<file path="src/rtl/fifo_umbral.sv">
// Synchronous FIFO with sticky overflow/underflow error and programmable
// almost-full / almost-empty levels taken live from the threshold inputs.
module fifo_umbral #(
    parameter int unsigned WORD_SIZE = 12,
    parameter int unsigned MEM_SIZE  = 8,
    parameter int unsigned PTR       = 3
) (
    input  logic                 clk,
    input  logic                 reset,
    input  logic                 wr_enable,
    input  logic [WORD_SIZE-1:0] data_in,
    input  logic                 rd_enable,
    input  logic [PTR-1:0]       full_threshold,
    input  logic [PTR-1:0]       empty_threshold,
    output logic [WORD_SIZE-1:0] data_out,
    output logic                 valid_out,
    output logic                 fifo_empty,
    output logic                 fifo_full,
    output logic                 almost_full,
    output logic                 almost_empty,
    output logic                 error
);

    localparam int unsigned      CNT_W = PTR + 1;
    localparam logic [CNT_W-1:0] DEPTH = CNT_W'(MEM_SIZE);
    localparam logic [PTR-1:0]   LAST  = PTR'(MEM_SIZE - 1);

    logic [WORD_SIZE-1:0] mem [MEM_SIZE];
    logic [PTR-1:0]       wr_ptr;
    logic [PTR-1:0]       rd_ptr;
    logic [CNT_W-1:0]     count;
    logic                 wr_ok;
    logic                 rd_ok;
    logic                 reject;

    function automatic logic [PTR-1:0] ptr_inc(input logic [PTR-1:0] p);
        return (p == LAST) ? '0 : p + PTR'(1);
    endfunction

    // Status flags follow count and the live thresholds with no latching.
    always_comb begin
        fifo_empty   = (count == '0);
        fifo_full    = (count == DEPTH);
        almost_full  = (count >= {1'b0, full_threshold});
        almost_empty = (count <= {1'b0, empty_threshold});
    end

    // A write into a full FIFO is still taken when a read frees a slot on the same edge.
    always_comb begin
        rd_ok  = rd_enable && !fifo_empty;
        wr_ok  = wr_enable && (!fifo_full || rd_ok);
        reject = (wr_enable && !wr_ok) || (rd_enable && !rd_ok);
    end

    always_ff @(posedge clk) begin
        if (!reset && wr_ok) begin
            mem[wr_ptr] <= data_in;
        end
    end

    always_ff @(posedge clk) begin
        if (reset) begin
            wr_ptr    <= '0;
            rd_ptr    <= '0;
            count     <= '0;
            data_out  <= '0;
            valid_out <= 1'b0;
            error     <= 1'b0;
        end else begin
            valid_out <= rd_ok;
            if (rd_ok) begin
                data_out <= mem[rd_ptr];
                rd_ptr   <= ptr_inc(rd_ptr);
            end
            if (wr_ok) begin
                wr_ptr <= ptr_inc(wr_ptr);
            end
            case ({wr_ok, rd_ok})
                2'b10:   count <= count + CNT_W'(1);
                2'b01:   count <= count - CNT_W'(1);
                default: count <= count;
            endcase
            if (reject) begin
                error <= 1'b1;
            end
        end
    end

endmodule

</file>
<file path="config.mk">
export PLATFORM = sky130hd
export DESIGN_NAME = fifo_umbral
export DESIGN_NICKNAME = d
export VERILOG_FILES = /design/src/rtl/fifo_umbral.sv
export SDC_FILE = /design/constraint.sdc
export NUM_CORES = 1
export LEC_CHECK = 0
export ABC_CLOCK_PERIOD_IN_PS = 2390
export CORE_MARGIN = 4
export CORE_UTILIZATION = 40
export CTS_CLUSTER_DIAMETER = 80
export DETAILED_ROUTE_END_ITERATION = 16
export PLACE_DENSITY_LB_ADDON = 0.3
export SLEW_MARGIN = 40
export SYNTH_ARGS = -nofsm -noshare
export SYNTH_HDL_FRONTEND = slang
export SYNTH_SLANG_ARGS = --single-unit
</file>
<file path="constraint.sdc">
create_clock -name clk -period 2.39 [get_ports clk]
set_input_delay 0.478 -clock clk [delete_from_list [all_inputs] [get_ports clk]]
set_output_delay 0.478 -clock clk [all_outputs]
set_load 0.02 [all_outputs]
</file>
-- Yosys cells after proc, flatten, opt, wreduce, memory -nomap -nowiden
Memory sizes are Yosys's and may differ from the RTL's. A register that Yosys moved wholly into a read port is not among the register bits.
Cells that the tools add are included.
- bits in writable memories: 96
- logic and storage cells: 36
- memories kept: 1
- input bits: 22
- flip-flop bits (word level): 12
- reductions and logical operators: 14
- multiplexer cells: 5
- equality and inequality tests: 5
- $lt $le $gt $ge: 2
- add/subtract/negate cells: 4
- memory list (name ; depth ; width ; rd ports ; clocked after Yosys merged registers in ; write ports ; RTL line ; RTL):
    mem ; 8 ; 12 ; 1 ; 1 ; 1 ; 28 ; logic [WORD_SIZE-1:0] mem [MEM_SIZE];
- operators by type and width (kind ; count):
    $pmux 4 s2 ; 1
    $add 3x1->3 const B ; 2
    $eq 3x3->1 const B ; 2
    $mux 3 ; 2
    $logic_and 1x1->1 ; 5
    $logic_not 1->1 ; 5
    $add 4x1->4 const B ; 1
    $eq 4x4->1 const B ; 1
    $ge 4x3->1 ; 1
    $le 4x3->1 ; 1
    $logic_not 4->1 ; 1
    $sub 4x1->4 const B ; 1
    $eq 2x1->1 const B ; 1
    $eq 2x2->1 const B ; 1
    $logic_or 1x1->1 ; 2
    $mux 1 ; 2
    $reduce_bool 2->1 ; 1

-- Logic depth before layout (Yosys ltp)
Gate-level depths: netlist of the first run.
- depth after elaboration: 8
- depth in mapped cells: 11
- mapped depth without buffers: 9

-- Worst setup path before layout of the first run
Ideal clock, no wire load.
- path type: register to register
- start point: reg count[1]
- end point: reg count[3]
- clock period less this slack: 2.590 ns
- arrival: 2.469 ns
- setup time: 0.121 ns
- setup slack: -0.200 ns
- buffers on the path: 1
- cell stages (with the launch flop): 11
- cell sequence: dfxtp_1 -> nor3_2 -> a21boi_2 -> buf_2 -> nand2_1 -> inv_1 -> ha_1 -> a21o_1 -> a2111o_1 -> o31ai_2 -> mux2_4
- word-level cells in the longest chain between the ends: 7
- elaborated cells between the ends (all ways): 13
- ends and longest elaborated chain (item ; RTL line ; RTL):
    from (decl) ; 31 ; logic [CNT_W-1:0] count;
    from (signal assigned) ; 79 ; 2'b10: count <= count + CNT_W'(1);
    from (signal assigned) ; 80 ; 2'b01: count <= count - CNT_W'(1);
    from (signal assigned) ; 81 ; default: count <= count;
    $logic_not 4->1 ; 42 ; fifo_empty = (count == '0);
    $logic_not 1->1 ; 50 ; rd_ok = rd_enable && !fifo_empty;
    $logic_and 1x1->1 ; 50 ;
    $logic_or 1x1->1 ; 51 ; wr_ok = wr_enable && (!fifo_full || rd_ok);
    $logic_and 1x1->1 ; 51 ;
    $eq 2x1->1 or $eq 2x2->1 (tied branches) ; 78 ; case ({wr_ok, rd_ok})
    $pmux 4 s2 or $reduce_bool 2->1 (tied branches) ; - ;
Several ways; a longest one is shown, not always the timed one.
A chain may end at the register's enable or synchronous reset.

-- Final worst setup path of the first run
- start point: in full_threshold[0]
- end point: out almost_full
- word-level cells in the longest chain between the ends: 1
- ends and longest elaborated chain (item ; RTL line ; RTL):
    from (decl) ; 13 ; input logic [PTR-1:0] full_threshold,
    $ge 4x3->1 ; 44 ; almost_full = (count >= {1'b0, full_threshold});
    to (decl) ; 19 ; output logic almost_full,
No other way between the ends.

==> results by group, run 1 <==
Final layout
  – Post-Layout Cell Count: 526
  – N_diodes: 0
  – Fillers: 987
  – FF/Latch Area: 0.00337 mm^2
  – Share of cells above drive strength 1: 0.293
  – Multi-input gate area: 0.00149 mm^2
  – Final instance area: 0.00632 mm^2
  – Area Overhead vs Synth: 28.6%
  – Nets: 401

Flow run
  – Max cap viols: 0

Place
  – Placed insts: 494
  – Pre-CTS setup slack: -0.472 ns
  – Detailed placement HPWL: 6010 um
  – GPL Wtd Cong: 0.772
  – Post-place instance area: 0.00570 mm^2
  – Port Buffers: 39

Synth
  – Synthesized cell area: 0.00492 mm^2
  – Mux contribution to synthesized area: 0.137
  – Post-Synth Simple-Gate Area: 0.0544
  – XOR/XNOR Fraction of Synth Area: 0.00534
  – Post-synth top area cell: edfxtp_1
  – Area contributors post-synth: edfxtp_1 (59%), mux4_2 (11%), dfxtp_1 (9.8%)
  – Synth top area share: 0.586
  – Post-synth top flop: edfxtp_1
  – Most frequent cell after synthesis: edfxtp_1
  – Post-synth cell types: 39
  – FFs w/ async S/R, synth: 0
  – Synthesized flop and latch total: 120
  – Adder-cell share of the synthesized area: 0.0346
  – Seq/Total Area, Yosys: 0.684
  – Synth Instances: 292
  – Largest family of logic cells by synthesized area: multiplexers
  – Top post-synthesis cells by count: edfxtp_1 (96), nor2_1 (28), dfxtp_1 (24), mux4_2 (24), a211oi_1 (13)
  – Post-Syn Area per Cell: 16.8 um^2
  – Synth Area in Compound Gates: 0.0600
  – YS warnings: 0
  – Number of synthesized flops with an enable pin: 96
  – Post-synthesis net count: 327

Worst setup path
  – Reg2Reg Depth: 9
  – Crit path cell chain: clkdlybuf4s50_1 -> ha_1 -> nand2b_4 -> a21o_1 -> a211o_1 -> buf_6
  – Worst EP required: 1.91 ns
  – CP max-delay cell: clkdlybuf4s50_1
  – Worst setup EP type: output port
  – Critical-path maximum fanout: 1
  – Setup crit start kind: input pin
  – WS Path Type: input pin to output port
  – Worst stage delay on the critical path: 0.46 ns
  – CP arrival: 1.86 ns

STA
  – Period utilisation layout: 0.977
  – RSZ-0062 raised after global routing: false
  – Final Hold Fails: 0
  – Slew at the pin closest to its max-slew limit: 0.604 ns
  – Max Fclk: 428 MHz
  – Clk_skew: 0.0146 ns
  – Worst slew margin: 0.597
  – Final min period: 2.33 ns
  – Setup-failing EPs final: 0
  – Pins over their slew limit: 0
  – Worst setup margin: 0.0553 ns

Worst hold path
  – Hold Crit Class: register to register
  – Cells on Worst Hold Path: 2

GRT
  – Global route hottest layer: met2
  – GRT Overall Usage: 0.143
  – Met1 Use GR: 0.188
  – GRT met3 Usage: 0.0442
  – Vias in the first global route: 2,705
  – Remaining Overflow, GRT: 0
  – Initial antenna violation count: 0
  – Largest net degree at the start of global routing: 28
  – First-pass GRT wire length: 15,000 um
  – Met2 Use GR: 0.222

Routing
  – Final WL: 9220 um
  – Post-DRT Antenna Nets: 0
  – Mean number of vias per cell: 5.08
  – DR pass1 iterations: 4
  – Per-cell routed wire length: 17.5 um
  – Drt initial violations: 151
  – Remaining DRCs: 0
  – Vias: 2,673

Clocking
  – CTS root buffer: clkbuf_16
  – Max Root-Sink Buffers: 2
  – Clk pin slew, worst setup/hold paths: 0.06 ns
  – Latest clock arrival within the worst-skew pair: 0.41 ns
  – H-tree levels: 4
  – CTS Buf Count: 17
  – CTS tree: yes
  – Hold buffers post-CTS: 0
  – CTS Sinks: 120
  – Setup repair bufs after CTS: 0

Pwr
  – Sequential power share: 0.367
  – Net Sw Frac: 0.275
  – Leak pwr: 2.21 nW
  – Switching power total: 0.00189 W
  – Internal power: 0.00498 W
  – VDD IR max: 0.365 mV
  – Total Power: 0.00687 W
  – Combinational share of power: 0.270
  – Clock power share: 0.363
  – Pwr dens: 1090 mW/mm^2

Run status
  – Status: finished clean

Die
  – # IOs: 40
  – Starting Density: 0.410
  – Die Span Y: 119 um
  – Die ar.: 0.0141 mm^2
  – Die X: 119 um
  – Core Rows: 40
  – Core ar.: 0.0120 mm^2
## worst max-delay path: cells and delay by family
family | cells | cell delay [ns]
AO/OA/AOI/OAI | 2 | 0.43
adder cells (fa/ha/maj) | 1 | 0.22
buffers and inverters | 2 | 0.59
AND/OR/NAND/NOR | 1 | 0.14
## state kept, by name (all words and copies together), names as in the netlist
register,flops
rd_ptr,3
error,1
wr_ptr,3
valid_out,1
mem,96
count,4
data_out,12
## cells by family after synthesis
group,Yosys count
AND/OR/NAND/NOR,57
XOR/XNOR,3
adder cells (fa/ha/maj),13
flip-flops,120
buffers and inverters,25
AO/OA/AOI/OAI,37
multiplexers,37
## cell type report
| class | instances | area share |
|---|---|---|
| inverters | 9 | 0.00574 |
| clock inverters | 11 | 0.0136 |
| clock buffers | 21 | 0.0813 |
| repair buffers | 71 | 0.101 |
| flip-flops and latches | 120 | 0.533 |
| well taps | 147 | 0.0291 |
| multi-input cells | 147 | 0.236 |
## layout by cell type (no fill, tap or decap), drive strengths merged, types with 12 or more instances in the layout
| cell | count |
|---|---|
| ha | 12 |
| clkbuf | 21 |
| clkdlybuf4s50 | 35 |
| inv | 12 |
| dfxtp | 24 |
| nor2 | 28 |
| a211oi | 14 |
| mux4 | 24 |
| edfxtp | 96 |
| buf | 34 |
| mux2i | 12 |
## power by group through the flow
stage / sequential, W / combinational (W) / clock (W)
2_1_floorplan: 0.00266 / 0.00111 / 0
3_3_place_gp: 0.00255 / 0.00184 / 0
3_5_place_dp: 0.00255 / 0.00187 / 0
4_1_cts: 0.00251 / 0.00186 / 0.00255
5_1_grt: 0.00254 / 0.00205 / 0.00267
6_report: 0.00252 / 0.00185 / 0.00250
## per-layer routing
metal	routed length, um	part of all wire	up-vias
met5	0	0	-
met4	125	0.014	0
met3	397	0.043	13
met2	4540	0.49	61
met1	4160	0.45	1305
li1	-	-	1294
## through the flow
step / setup TNS, ns / hold slack, ns / util
2_1_floorplan: -0.122 / 0.509 / -
3_3_place_gp: -0.942 / 0.457 / 0.474
3_5_place_dp: -1.15 / 0.468 / 0.474
4_1_cts: 0 / 0.483 / 0.524
5_1_grt: 0 / 0.510 / 0.527
6_report: 0 / 0.470 / 0.527
## timing repair
action / CTS / global route
gates resized for setup: 15 / 6
pin swaps: 1 / 4
setup endpoints to repair: 4 / 2
## final timing paths
kind,from,endpoint,slack (ns)
setup reg to reg,count[0]$_SDFFE_PP0P_,count[3]$_SDFFE_PP0P_,0.14
setup / recovery,full_threshold[0],almost_full,0.06
hold reg to reg,error$_SDFFE_PP0P_,error$_SDFFE_PP0P_,0.47
hold / removal,error$_SDFFE_PP0P_,error$_SDFFE_PP0P_,0.47
No activity file was read; power rests on OpenSTA's default activity.
==> run 2, diff against run 1 <==
--- a/config.mk
+++ b/config.mk
@@ -5,7 +5,7 @@
 export SDC_FILE = /design/constraint.sdc
 export NUM_CORES = 1
 export LEC_CHECK = 0
-export ABC_CLOCK_PERIOD_IN_PS = 2390
+export ABC_CLOCK_PERIOD_IN_PS = 2740
 export CORE_MARGIN = 4
 export CORE_UTILIZATION = 40
 export CTS_CLUSTER_DIAMETER = 80
==> constraint.sdc (replaced) <==
create_clock -name clk -period 2.74 [get_ports clk]
set_input_delay 0.548 -clock clk [delete_from_list [all_inputs] [get_ports clk]]
set_output_delay 0.548 -clock clk [all_outputs]
set_load 0.02 [all_outputs]
==> run 2 against run 1 <==
Via count increased by 0.90%. Power decreased by 16%. Non-clock buffer count decreased by 5. Sequential power decreased by 12%. Highest routed layer unchanged.
==> results by group, run 2 (same netlist as run 1, synthesis figures left out) <==
GRT
  – Initial antenna violation count: 0 (unchanged)
  – First-pass GRT wire length: 14,900 um (was 15,000 um)
  – Largest net degree at the start of global routing: 27 (was 28)
  – Vias in the first global route: 2,700 (was 2,705)
  – Remaining Overflow, GRT: 0 (unchanged)
  – GRT Overall Usage: 0.142 (was 0.143)

Final layout
  – N_diodes: 0 (unchanged)
  – Largest registers: mem x96, data_out x12, count x4 (unchanged)
  – Area Overhead vs Synth: 25.8% (was 28.6%)
  – Largest register by flop count: mem (unchanged)
  – Share of cells above drive strength 1: 0.243 (was 0.293)
  – Commonest non-fill, non-tap cells in the layout: edfxtp_1 (96), clkdlybuf4s50_1 (37), nor2_1 (28) (was edfxtp_1 (96), clkdlybuf4s50_1 (35), buf_4 (32))
  – Max reg flops: 96 (unchanged)
  – Most common cell after layout, fill and taps aside: edfxtp_1 (unchanged)
  – Nets: 396 (was 401)

STA
  – Setup-failing EPs final: 0 (unchanged)
  – RSZ-0062 raised after global routing: false (unchanged)
  – Max Fclk: 374 MHz
  – Final Hold Fails: 0 (unchanged)
  – Slew at the pin closest to its max-slew limit: 0.658 ns (was 0.604 ns)
  – Final min period: 2.67 ns
  – Pins over their slew limit: 0 (unchanged)
  – Worst setup margin: 0.0664 ns (was 0.0553 ns)
  – Period utilisation layout: 0.976
  – Clk_skew: 0.00835 ns (was 0.0146 ns)
  – Worst slew margin: 0.561 (was 0.597)

Worst setup path
  – Critical-path maximum fanout: 1 (unchanged)
  – WS Path Type: input pin to output port (unchanged)
  – Critical path origin: full_threshold[0] (unchanged)
  – RR Startpoint: count[2]$_SDFFE_PP0P_ (was count[0]$_SDFFE_PP0P_)
  – Reg2Reg Depth: 9 (unchanged)
  – CP Capture Point: almost_full (unchanged)
  – R2R Path End: count[3]$_SDFFE_PP0P_ (unchanged)
  – Reg2reg setup slack: 0.32 ns (was 0.14 ns)
  – Worst EP required: 2.19 ns (was 1.91 ns)
  – CP arrival: 2.13 ns (was 1.86 ns)
  – Worst setup EP type: output port (unchanged)
  – Setup crit start kind: input pin (unchanged)

Run status
  – Status: finished clean (unchanged)

Pwr
  – Clock power share: 0.355 (was 0.363)
  – VDD IR max: 0.428 mV (was 0.365 mV)
  – Sequential power share: 0.386 (was 0.367)
  – Total Power: 0.00577 W (was 0.00687 W)
  – Combinational share of power: 0.259 (was 0.270)
  – Internal power: 0.00416 W (was 0.00498 W)
  – Leak pwr: 2.13 nW (was 2.21 nW)
  – Pwr dens: 932 mW/mm^2 (was 1090 mW/mm^2)
  – Switching power total: 0.00161 W (was 0.00189 W)
  – Net Sw Frac: 0.279 (was 0.275)

Routing
  – Remaining DRCs: 0 (unchanged)
  – Post-DRT Antenna Nets: 0 (unchanged)
  – DR pass1 iterations: 4 (unchanged)
  – Mean number of vias per cell: 5.18 (was 5.08)
  – Vias: 2,697 (was 2,673)
  – Final WL: 9250 um (was 9220 um)
  – Per-cell routed wire length: 17.8 um (was 17.5 um)
  – Drt initial violations: 177 (was 151)

Worst hold path
  – Min-delay src: error$_SDFFE_PP0P_ (unchanged)
  – Hold Crit Class: register to register (unchanged)

Clocking
  – CTS Buf Count: 17 (unchanged)
  – Setup repair bufs after CTS: 0 (unchanged)
  – H-tree levels: 4 (unchanged)
  – CTS tree: yes (unchanged)
  – Clk pin slew, worst setup/hold paths: 0.05 ns (was 0.06 ns)
  – Latest clock arrival within the worst-skew pair: 0.41 ns (about the same)
  – CTS root buffer: clkbuf_16 (unchanged)
  – Max Root-Sink Buffers: 2 (unchanged)
  – CTS Sinks: 120 (unchanged)

Die
  – Die ar.: 0.0141 mm^2 (unchanged)
  – Starting Density: 0.410 (unchanged)
  – Core ar.: 0.0120 mm^2 (unchanged)
  – Core Rows: 40 (unchanged)
  – Die Span Y: 119 um (unchanged)
  – # IOs: 40 (unchanged)
  – Die X: 119 um (unchanged)

Place
  – Port Buffers: 39 (unchanged)
  – GPL Wtd Cong: 0.730 (was 0.772)
  – Pre-CTS setup slack: -0.229 ns (was -0.472 ns)
  – Detailed placement HPWL: 5980 um (was 6010 um)

Flow run
  – Max cap viols: 0 (unchanged)
-- run 2: cell types whose count changed in the layout (fill, tap and decap cells not counted), moves of 3 or more --
cell	delta
dfxtp_1	+3
buf_4	-6
clkinv_1	+5
clkbuf_16	-3
inv_4	-3
-- run 2: how the worst min path moves through the flow --
stage	endpoint	slack, ns	cells past startpoint
5_1_grt	error$_SDFFE_PP0P_	0.50	2
2_1_floorplan	wr_ptr[1]$_SDFFE_PP0P_	0.50	2
3_5_place_dp	error$_SDFFE_PP0P_	0.46	2
6_report	error$_SDFFE_PP0P_	0.46	2
3_3_place_gp	error$_SDFFE_PP0P_	0.45	2
4_1_cts	error$_SDFFE_PP0P_	0.47	2
-- run 2: worst max-delay path, cell delays in order --
cell,delay [ns]
clkdlybuf4s50_1,0.40
ha_1,0.28
nand2b_1,0.14
a21o_1,0.17
a211o_1,0.27
dlygate4sd2_1,0.32
-- run 2: what timing repair did --
| item | 4_1_cts | 5_1_grt |
|---|---|---|
| setup endpoints to repair | 2 | 1 |
| gates resized for setup | 2 | 2 |
| hold buffers | 0 | 0 |
-- run 2: power groups by stage --
stage	registers [W]	logic (W)	clock network (W)
2_1_floorplan	0.00232	0.000960	0
3_3_place_gp	0.00226	0.00150	0
3_5_place_dp	0.00227	0.00153	0
4_1_cts	0.00223	0.00152	0.00209
5_1_grt	0.00225	0.00164	0.00218
6_report	0.00223	0.00149	0.00205
-- run 2: stage by stage --
| stage | setup TNS (ns) | std cells | utilization | instance area, um^2 | hold WS, ns |
|---|---|---|---|---|---|
| 4_1_cts | 0 | 521 | 0.516 | 6190 | 0.472 |
| 6_report | 0 | 521 | 0.515 | 6190 | 0.465 |
| 2_1_floorplan | 0 | 292 | - | 4920 | 0.498 |
| 5_1_grt | 0 | 521 | 0.515 | 6190 | 0.505 |
| 3_5_place_dp | -0.388 | 489 | 0.470 | 5650 | 0.459 |
| 3_3_place_gp | -0.328 | 489 | 0.470 | 5650 | 0.454 |
-- run 2: cell type report --
type                            instances  area [um^2]
Fill cell                            1012         5820
Clock buffer                           19          433
Sequential cell                       120         3360
Multi-Input combinational cell        147         1460
Timing Repair Buffer                   66          599
Inverter                                9         33.8
Tap cell                              147          184
Clock inverter                         13          111
-- run 2: metal layers --
metal,global-route usage,share of wire
met1,0.187,0.47
met4,0.0630,0.016
met2,0.215,0.47
met5,0,0
met3,0.0456,0.042
